<file path="src/rtl/return_address_stack.sv">
// return_address_stack: circular call/return stack feeding the PC-select mux.
// Top entry is combinational from registered state for zero-latency RET.
module return_address_stack #(
    parameter int ADDR_W = 12,
    parameter int DEPTH  = 8,
    parameter int WRAP   = 0
) (
    input  logic                     clk,
    input  logic                     rst,
    input  logic                     push,
    input  logic                     pop,
    input  logic [ADDR_W-1:0]        push_data,
    input  logic                     clr_err,
    output logic [ADDR_W-1:0]        top_data,
    output logic                     empty,
    output logic                     full,
    output logic [$clog2(DEPTH):0]   count,
    output logic                     overflow,
    output logic                     underflow
);
    localparam int PW = $clog2(DEPTH);
    localparam int CW = PW + 1;

    logic [ADDR_W-1:0] mem_q [DEPTH];
    logic [PW-1:0]     sp_q, sp_d, top_idx, wr_idx;
    logic [CW-1:0]     count_q, count_d;
    logic              overflow_q, overflow_d, underflow_q, underflow_d;
    logic              we;

    assign top_idx   = sp_q - 1'b1;
    assign empty     = count_q == '0;
    assign full      = count_q == CW'(DEPTH);
    assign top_data  = empty ? '0 : mem_q[top_idx];
    assign count     = count_q;
    assign overflow  = overflow_q;
    assign underflow = underflow_q;

    // New errors are applied after the clear so they win in the same cycle.
    always_comb begin
        sp_d        = sp_q;
        count_d     = count_q;
        overflow_d  = overflow_q & ~clr_err;
        underflow_d = underflow_q & ~clr_err;
        we          = 1'b0;
        wr_idx      = sp_q;
        if (push && pop) begin
            we = 1'b1;
            if (empty) begin
                sp_d        = sp_q + 1'b1;
                count_d     = CW'(1);
                underflow_d = 1'b1;
            end else begin
                wr_idx = top_idx;
            end
        end else if (push) begin
            if (!full) begin
                we      = 1'b1;
                sp_d    = sp_q + 1'b1;
                count_d = count_q + 1'b1;
            end else if (WRAP != 0) begin
                we   = 1'b1;
                sp_d = sp_q + 1'b1;
            end else begin
                overflow_d = 1'b1;
            end
        end else if (pop) begin
            if (empty) begin
                underflow_d = 1'b1;
            end else begin
                sp_d    = sp_q - 1'b1;
                count_d = count_q - 1'b1;
            end
        end
    end

    always_ff @(posedge clk or negedge rst) begin
        if (!rst) begin
            sp_q        <= '0;
            count_q     <= '0;
            overflow_q  <= 1'b0;
            underflow_q <= 1'b0;
        end else begin
            sp_q        <= sp_d;
            count_q     <= count_d;
            overflow_q  <= overflow_d;
            underflow_q <= underflow_d;
        end
    end

    // Storage is deliberately not reset; writes are suppressed while in reset.
    always_ff @(posedge clk) begin
        if (we && rst) mem_q[wr_idx] <= push_data;
    end
endmodule
</file>
<file path="config.mk">
export PLATFORM = sky130hd
export DESIGN_NAME = return_address_stack
export DESIGN_NICKNAME = d
export VERILOG_FILES = /design/src/rtl/return_address_stack.sv
export SDC_FILE = /design/constraint.sdc
export NUM_CORES = 1
export LEC_CHECK = 0
export BUFFER_PORTS_ARGS = -buffer_cell sky130_fd_sc_hd__buf_4
export CAP_MARGIN = 5
export CORE_UTILIZATION = 25
export CTS_CLUSTER_DIAMETER = 200
export DETAILED_ROUTE_END_ITERATION = 8
export PLACE_DENSITY = 0.4
export REMOVE_ABC_BUFFERS = 1
export SLEW_MARGIN = 20
export SYNTH_ARGS = -nofsm -noshare
export SYNTH_HDL_FRONTEND = slang
export SYNTH_SLANG_ARGS = --single-unit
</file>
<file path="constraint.sdc">
create_clock -name clk -period 4.8 [get_ports clk]
set_input_delay 0.96 -clock clk [delete_from_list [all_inputs] [get_ports clk]]
set_output_delay 0.96 -clock clk [all_outputs]
set_load 0.05 [all_outputs]
</file>
==> results.cfg <==
[outcome]
outcome = completed

[synth]
synthCells = 278
postSynthAreaPerCell_um2 = 16.1
yosysSeqAreaShare_pct = 69.3
synth_ff_type = edfxtp_1
synthesis.area_mm2 = 0.00449
synth_cell_types = 43
synth_seq_cells = 105
synth_warnings = 0
synthArstFlopShare_pct = 8.57
synth-edff-count = 96

[setup_path]
required_ps = 3840
cp.depth = 7
cpMostUsedCell = buf_4
critPathCaptureType = primary output
crit_family = adder cells
crit_path_start = sp_q[1]
reg2reg_from = sp_q[1]
path_cells = inv_1 > ha_1 > buf_4 > mux4_2 > nand2_1 > a21oi_1 > buf_4
crit_end = top_data[1]
r2r-end = mem_q[5][5]
crit_path_max_incr_delay_ps = 1000
critical_path_arrival_ps = 2920
r2r_cells = 6
worstSetupPathType = flop to primary output
cp-start-kind = flop
ff2ff_setup_slack_ps = 1430
crit_buf_inv = 3
worst-path-max-fanout = 21
cpMaxStageDelayCell = ha_1

[detailed_routing]
drt_iter0_drc = 214
ant_nets = 0
route.detailed.drc = 0
routedWlPerCell_um = 19.2
vias = 2551
wirelength_um = 10500
dr.pass1.iters = 4
routed_via_density = 4.65

[finish]
drive_gt1_share_pct = 27.2
final_cell_count_no_fill = 549
fin_nets = 342
final_common_cell = edfxtp_1
postLayoutCoreUtil_pct = 30.7
layout_common_cells = edfxtp_1, buf_4, nand2_1
syn_to_final_growth_pct = 19.3
diodes = 0

[timing]
worst_pin_slew_ps = 1050
fin_crit_ps = 3880
holdWs_ps = 422
final.setup.tns_ps = 0
hold_viol_final = 0
setup_viol = 0
fmax_mhz = 258
drv_slew = 0
fin_skew_ps = 9.22
slew_headroom_pct = 30.1
rsz0062_at_grt = no
period_share_pct = 80.8

[clocking]
post-cts-setup-buffers = 0
cts-resized-gates = 0
cts.clk_slew.worst_paths_ps = 70
cts_tree = built
clkLatencyLatePin_ps = 350
cts_hold_buf = 0
cts_buffer_depth = 2
htree_num_levels = 3
numCtsBuffers = 9
numClockSinks = 105
cts_root_buffer = clkbuf_16

[floorplanning]
die-area_mm2 = 0.0185
io-pin-count = 37
core_area_mm2 = 0.0174
placementRows = 48
die_x_um = 136
dieHeight_um = 136
start_util_pct = 25.8

[place]
place_inst = 534
place.port_buffers = 36
place.gp.congestion = 0.756
place_hpwl_um = 6420

[global_routing]
track_usage_pct = 12.3
grt_pass1_vias = 2551
grt_remaining_overflow = 0
grt_start_max_net_pins = 32
antenna_found_initial = 0
grt_pass1_wl_um = 16000

[run]
maxCapViolations = 0

[hold_path]
worstHoldPathType = input port to async pin
-- worst reg2reg max path, delay by kind of cell (launching register included) --
family	cells	cell delay [ps]
flip-flops	1	450
AO/OA/AOI/OAI	1	160
adder cells (fa/ha/maj)	1	1000
AND/OR/NAND/NOR	2	940
buffers and inverters	2	450
-- metal layers --
metal / GRT usage, % / share of wire (%) / up-vias
li1: - / - / 1167
met1: 16.9 / 48 / 1312
met2: 18.7 / 46 / 64
met3: 3.62 / 4.8 / 8
met4: 3.77 / 1.1 / 0
met5: 0 / 0 / -
-- sequential cells by signal, indices dropped and copies added (netlist names) --
signal     cells
overflow       1
underflow      1
mem_q         96
count          4
sp_q           3
-- per-stage QoR --
stage	area (µm²)	worst slack, ps
detailed placement	5040	1190
finish	5350	920
floorplan	4420	361
global placement	5040	1220
global route	5350	709
CTS	5350	794
-- how the worst min path moves through the flow --
stage / startpoint / depth (start not counted) / to / slack [ps]
floorplan: sp_q[2] / 1 / sp_q[2] / 560
global placement: overflow / 2 / overflow / 520
detailed placement: overflow / 2 / overflow / 520
CTS: rst / 1 / underflow / 420
global route: rst / 1 / overflow / 420
finish: rst / 1 / overflow / 420
-- final cells by class --
| class | instances | area, µm² |
|---|---|---|
| inverters | 12 | 45.0 |
| well taps | 225 | 282 |
| clock inverters | 5 | 80.1 |
| clock buffers | 10 | 229 |
| fillers | 1741 | 12100 |
| repair buffers | 46 | 345 |
| multi-input cells | 146 | 1260 |
| flip-flops and latches | 105 | 3110 |
-- cells in the mapped netlist, types with 2 or more instances --
cell type,number,area [µm²]
xor2_1,2,17.5
clkbuf_1,7,26.3
nor2_1,11,41.3
o21ai_0,8,40.0
buf_2,6,30.0
inv_1,10,37.5
nand3_1,3,15.0
ha_1,4,50.1
o22ai_1,3,18.8
xnor2_1,4,35.0
nand2_1,31,116
a31oi_1,3,18.8
mux2i_1,3,30.0
a2111oi_0,2,17.5
a21oi_1,19,95.1
nor4_1,2,12.5
nor2b_1,2,12.5
mux4_2,24,541
a221oi_1,3,26.3
and2_1,2,12.5
a211oi_1,4,30.0
edfxtp_1,96,2880
dfrtp_1,9,225
-- kinds of logic after synthesis --
kind of cell               count (synthesis)  share of synthesized area (%)
xor gates and xnor gates                   6                           1.17
and+or+nand+nor                           59                           5.97
adders and majority gates                  5                           1.56
AOI/OAI and AO/OA                         49                           6.75
buffers and inverters                     27                           2.59
DFF                                      105                           69.3
muxes                                     27                           12.7
Power is left out: the tool's default activity adds up to more than one toggle a clock period on the data nets, which glitch-free logic cannot reach.
